**config.mk**
```make
export PLATFORM = sky130hd
export DESIGN_NAME = apb3_gpio_arbiter
export DESIGN_NICKNAME = d
export VERILOG_FILES = /design/src/rtl/apb3_gpio_arbiter.sv
export SDC_FILE = /design/constraint.sdc
export NUM_CORES = 1
export LEC_CHECK = 0
export BUFFER_PORTS_ARGS = -buffer_cell sky130_fd_sc_hd__buf_2
export CORE_MARGIN = 1.5
export CORE_UTILIZATION = 25
export CTS_CLUSTER_SIZE = 14
export DETAILED_ROUTE_END_ITERATION = 12
export PLACE_DENSITY = 0.63
export SLEW_MARGIN = 20
export SYNTH_ARGS = -nofsm -noshare
export SYNTH_HDL_FRONTEND = slang
export SYNTH_SLANG_ARGS = --single-unit
```
**constraint.sdc**
```tcl
create_clock -name io_apb_PCLK -period 3 [get_ports io_apb_PCLK]
set_input_delay 0.15 -clock io_apb_PCLK [delete_from_list [all_inputs] [get_ports io_apb_PCLK]]
set_output_delay 0.15 -clock io_apb_PCLK [all_outputs]
set_load 0.1 [all_outputs]
```
**src/rtl/apb3_gpio_arbiter.sv**
```systemverilog
// Round-robin APB3 master sharing one GPIO slave port among N_REQ requesters.
// Optional ACCESS-phase timeout is enabled by defining APB_ARB_TIMEOUT_EN.
//
// state     | meaning
// ST_IDLE   | no transfer on the bus; arbitrate and accept one command
// ST_SETUP  | PSEL=1, PENABLE=0 with the latched command
// ST_ACCESS | PSEL=1, PENABLE=1; wait for PREADY (or timeout)
module apb3_gpio_arbiter #(
  parameter int N_REQ          = 2,
  parameter int ADDR_W         = 3,
  parameter int DATA_W         = 32,
  parameter int TIMEOUT_CYCLES = 16
) (
  input  logic                     io_apb_PCLK,
  input  logic                     io_apb_PRESETn,
  input  logic [N_REQ-1:0]         req_valid,
  output logic [N_REQ-1:0]         req_ready,
  input  logic [N_REQ-1:0]         req_write,
  input  logic [N_REQ*ADDR_W-1:0]  req_addr,
  input  logic [N_REQ*DATA_W-1:0]  req_wdata,
  output logic [N_REQ-1:0]         rsp_valid,
  output logic [DATA_W-1:0]        rsp_rdata,
  output logic                     rsp_err,
  output logic [ADDR_W-1:0]        io_apb_PADDR,
  output logic                     io_apb_PSEL,
  output logic                     io_apb_PENABLE,
  output logic                     io_apb_PWRITE,
  output logic [DATA_W-1:0]        io_apb_PWDATA,
  input  logic                     io_apb_PREADY,
  input  logic [DATA_W-1:0]        io_apb_PRDATA
);

  localparam int IDX_W = (N_REQ > 1) ? $clog2(N_REQ) : 1;

  typedef enum logic [1:0] {
    ST_IDLE   = 2'd0,
    ST_SETUP  = 2'd1,
    ST_ACCESS = 2'd2
  } state_e;

  state_e              state_q, state_d;
  logic [IDX_W-1:0]    last_grant_q, last_grant_d;
  logic [IDX_W-1:0]    owner_q, owner_d;
  logic [ADDR_W-1:0]   paddr_q, paddr_d;
  logic                pwrite_q, pwrite_d;
  logic [DATA_W-1:0]   pwdata_q, pwdata_d;
  logic                psel_q, psel_d;
  logic                penable_q, penable_d;
  logic [N_REQ-1:0]    rsp_valid_q, rsp_valid_d;
  logic [DATA_W-1:0]   rsp_rdata_q, rsp_rdata_d;

  logic                grant_found;
  logic [IDX_W-1:0]    grant_idx;
  logic [IDX_W-1:0]    cand;
  int                  sum;

`ifdef APB_ARB_TIMEOUT_EN
  localparam int TMR_W = $clog2(TIMEOUT_CYCLES + 1);
  logic [TMR_W-1:0]    timer_q, timer_d;
  logic                rsp_err_q, rsp_err_d;
`endif

  // Walk from lowest to highest priority so the last hit wins; offset 1 from
  // last_grant is highest priority, last_grant itself is lowest.
  always_comb begin
    grant_found = 1'b0;
    grant_idx   = '0;
    cand        = '0;
    sum         = 0;
    for (int i = N_REQ; i >= 1; i--) begin
      sum = int'(last_grant_q) + i;
      if (sum >= N_REQ) sum = sum - N_REQ;
      cand = IDX_W'(sum);
      if (req_valid[cand]) begin
        grant_found = 1'b1;
        grant_idx   = cand;
      end
    end
  end

  always_comb begin
    state_d      = state_q;
    last_grant_d = last_grant_q;
    owner_d      = owner_q;
    paddr_d      = paddr_q;
    pwrite_d     = pwrite_q;
    pwdata_d     = pwdata_q;
    psel_d       = psel_q;
    penable_d    = penable_q;
    rsp_valid_d  = '0;
    rsp_rdata_d  = rsp_rdata_q;
    req_ready    = '0;
`ifdef APB_ARB_TIMEOUT_EN
    timer_d      = timer_q;
    rsp_err_d    = 1'b0;
`endif
    case (state_q)
      ST_IDLE: begin
        psel_d    = 1'b0;
        penable_d = 1'b0;
        if (grant_found) begin
          req_ready[grant_idx] = 1'b1;
          owner_d      = grant_idx;
          last_grant_d = grant_idx;
          paddr_d      = req_addr[grant_idx*ADDR_W +: ADDR_W];
          pwrite_d     = req_write[grant_idx];
          pwdata_d     = req_wdata[grant_idx*DATA_W +: DATA_W];
          psel_d       = 1'b1;
          state_d      = ST_SETUP;
        end
      end
      ST_SETUP: begin
        penable_d = 1'b1;
        state_d   = ST_ACCESS;
`ifdef APB_ARB_TIMEOUT_EN
        timer_d   = TMR_W'(TIMEOUT_CYCLES - 1);
`endif
      end
      ST_ACCESS: begin
        if (io_apb_PREADY) begin
          psel_d               = 1'b0;
          penable_d            = 1'b0;
          rsp_valid_d[owner_q] = 1'b1;
          rsp_rdata_d          = pwrite_q ? '0 : io_apb_PRDATA;
          state_d              = ST_IDLE;
        end
`ifdef APB_ARB_TIMEOUT_EN
        else if (timer_q == '0) begin
          psel_d               = 1'b0;
          penable_d            = 1'b0;
          rsp_valid_d[owner_q] = 1'b1;
          rsp_rdata_d          = '0;
          rsp_err_d            = 1'b1;
          state_d              = ST_IDLE;
        end else begin
          timer_d = timer_q - 1'b1;
        end
`endif
      end
      default: begin
        psel_d    = 1'b0;
        penable_d = 1'b0;
        state_d   = ST_IDLE;
      end
    endcase
  end

  always_ff @(posedge io_apb_PCLK) begin
    if (!io_apb_PRESETn) begin
      state_q      <= ST_IDLE;
      last_grant_q <= IDX_W'(N_REQ - 1);
      owner_q      <= '0;
      paddr_q      <= '0;
      pwrite_q     <= 1'b0;
      pwdata_q     <= '0;
      psel_q       <= 1'b0;
      penable_q    <= 1'b0;
      rsp_valid_q  <= '0;
      rsp_rdata_q  <= '0;
`ifdef APB_ARB_TIMEOUT_EN
      timer_q      <= '0;
      rsp_err_q    <= 1'b0;
`endif
    end else begin
      state_q      <= state_d;
      last_grant_q <= last_grant_d;
      owner_q      <= owner_d;
      paddr_q      <= paddr_d;
      pwrite_q     <= pwrite_d;
      pwdata_q     <= pwdata_d;
      psel_q       <= psel_d;
      penable_q    <= penable_d;
      rsp_valid_q  <= rsp_valid_d;
      rsp_rdata_q  <= rsp_rdata_d;
`ifdef APB_ARB_TIMEOUT_EN
      timer_q      <= timer_d;
      rsp_err_q    <= rsp_err_d;
`endif
    end
  end

  assign io_apb_PADDR   = paddr_q;
  assign io_apb_PWRITE  = pwrite_q;
  assign io_apb_PWDATA  = pwdata_q;
  assign io_apb_PSEL    = psel_q;
  assign io_apb_PENABLE = penable_q;
  assign rsp_valid      = rsp_valid_q;
  assign rsp_rdata      = rsp_rdata_q;
`ifdef APB_ARB_TIMEOUT_EN
  assign rsp_err        = rsp_err_q;
`else
  assign rsp_err        = 1'b0;
`endif

endmodule

```
==> impl_results.md <==
* Largest net degree at the start of global routing at 54
* Num ports at approximately 180
* First-pass DRT Iterations at 4
* Fmax at roughly 460 MHz
* Setup repair bufs after CTS at 0
* CTS Root Cell: clkbuf_16
* Setup ws final at about 0.84 ns
* PD cells at ~730 nW/um^2
* Critical path class: reg2out
* Vias at roughly 3,000
* Final HPWL DP at around 6400 um
* Clock sinks at 76
* WHS at between 0.02 and 0.025 ns
* Skew final at approximately 0.0063 ns
* Power, Total at 3.13 mW
* DRC at 0
* Core Rows at 39
* Die Area at roughly 13,000 um^2
* Min Tclk post-route at between 2 and 2.5 ns
* RSZ-0062 raised after global routing: no
* Crit path max-delay cell type: a21boi_4
* Final ANT Viol Nets at 0
* Chip width at ~110 um
* Total wire length at 8890 um
* Pre-CTS setup slack at 1.05 ns
* Fill cells at about 1,200
* Fin. Hold Viols at 0
* CTS Hold Bufs at 0
* Starting Density at 0.260
* Seq/Total Area, Yosys at 0.506
* Status: complete, no violations
* Post-Layout Cell Count at 610
* Library cells used by synthesis at 31
* RD Place Congestion at approximately 0.77
* EDFF count, synth at 0
* Global-route wire length before repair at 14,100 um
* Core area at roughly 12,000 um^2
* Detailed Route Iter0 Violations at around 190
* Syn avg cell area at ~10 um^2
* TritonCTS buffer count at 9
* Placed inst area at between 3000 and 4000 um^2
* Port Buffers at 182
* Initial antenna violation count at 0
* Critical path data required time at about 2.9 ns
* Final core utilization at 0.372
* Ant diodes at 0
* Peak supply drop at approximately 0.24 mV
* Post-CTS sizing at 0
* Syn_nets at 403
* Post-Place Cells at 594
* Slew @ Worst Pin at 0.829 ns
* Predominant post-synthesis flop cell: dfxtp_1
* Worst slew margin relative to its limit at 0.447
* Crit path max-delay family: compound AO/OA/AOI/OAI gates
* Overflow left after global routing at 0
* TNS Setup at 0 ns
* Design Area, Final at 4300 um^2
* Max-cap viol count at 0
* Routed WL per cell at 14.6 um
* Worst EP arrival at 2.01 ns
* Max FO, Critical Path at 23
* Final clock period utilization by the worst path at 0.719
* Total GRT Usage at 0.141
* Cells after Synth at 294
* Vias per cell at ~4.9
* Chip Height at approximately 110 um
* CTS max path bufs at 2
* H-tree level count at 3
* Worst-path clk slew at 0.06 ns
* CP startpoint kind: register
* Final Max Slew Viols at 0
* Lkg Pwr at between 2 and 2.5 nW
* Synthesis-to-finish area growth at 43.0%
* Worst hold path type: in2reg
* Crit-path max cell delay at roughly 0.59 ns
* CTS tree: yes
* Sequence of cells on the critical path: a21boi_4 > nand2_1 > inv_1 > buf_2
* Yosys reg bits at 76
* Number of global-route vias before repair at 2,840
* Clock Latency Late Sink at roughly 0.33 ns
* Worst Setup End Kind: output pin
* Synthesized area at 3000 um^2
* Fraction of registers with async set/reset at 0
* Synth Warn # at 0
* Crit path buf inv count at 2
* Final #Nets at between 500 and 600
* Share of cells above drive strength 1 at 0.478
* Number of setup violations in the final report at 0
## layout by cell type, fill, tap and decap left out, types with 2 or more instances in the layout
cell and n:
nor2_4 2, dfxtp_1 76, buf_2 182, a22o_1 32, a31oi_1 17, o21ai_1 19, nor2_2 2, clkbuf_8 2
clkbuf_16 9, mux2i_1 19, inv_1 2, inv_2 2, buf_4 6, a211oi_1 9, nand4_1 17, nand3_1 18
a211oi_2 10, a21oi_1 21, nor2_1 3, or2_1 2, clkinv_2 4
## synth_stat cells (2+ instances only)
cell type	number	area (um^2)
mux2i_1	19	190
buf_2	12	60.1
inv_2	2	7.51
a21oi_1	21	105
inv_1	2	7.51
dfxtp_1	76	1520
a211oi_1	9	67.6
a211oi_2	10	125
nor2_1	5	18.8
a22o_1	32	280
nor3_1	2	10.0
buf_6	2	22.5
nand3_1	18	90.1
a31oi_1	18	113
clkbuf_1	13	48.8
nand4_1	17	106
or2_1	2	12.5
buf_4	3	22.5
o21ai_1	19	95.1
## flip-flops by register name (all words and copies together) (netlist names), 2 cells and up
signal         flops
io_apb_PADDR       3
state_q            2
rsp_valid          2
rsp_rdata         32
io_apb_PWDATA     32
## area by class of cell
type	instances	area (um^2)	area share
clock buffer	11	253	0.0588
clock inverter	5	50.0	0.0116
inverter	4	15.0	0.00349
multi-input combinational	183	1320	0.308
sequential	76	1520	0.354
tap	143	179	0.0416
timing repair buffer	188	956	0.222
## routing by layer
layer	up-vias	wire [um]	global-route usage
met5	-	0	0
met4	0	165	0.0692
met3	12	653	0.0410
met2	131	4130	0.222
met1	1386	3940	0.177
li1	1455	-	-
## path summary, 6_finish.rpt
path	slack (ns)	depth (start not counted)	endpoint	startpoint
setup reg to reg	1.14	4	io_apb_PWDATA[12]	last_grant_q
hold reg to reg	0.45	1	io_apb_PSEL	io_apb_PSEL
setup / recovery	0.84	4	req_ready[1]	last_grant_q
hold / removal	0.02	2	rsp_rdata[14]	io_apb_PRDATA[14]
## logic make-up after synthesis
kind of cell    synth area share
simple gates              0.0958
flops                      0.506
compound gates             0.270
mux                       0.0633
other cells              0.00125
buf+inv                   0.0629
## where the power goes
part,internal [mW],leakage (nW),total [mW],switching [mW]
Clock,0.683,0.155,1.09,0.403
Sequential,1.08,0.622,1.13,0.0446
Combinational,0.192,1.24,0.920,0.729
Total,1.96,2.02,3.13,1.18
No activity file was read; power rests on OpenSTA's default activity.
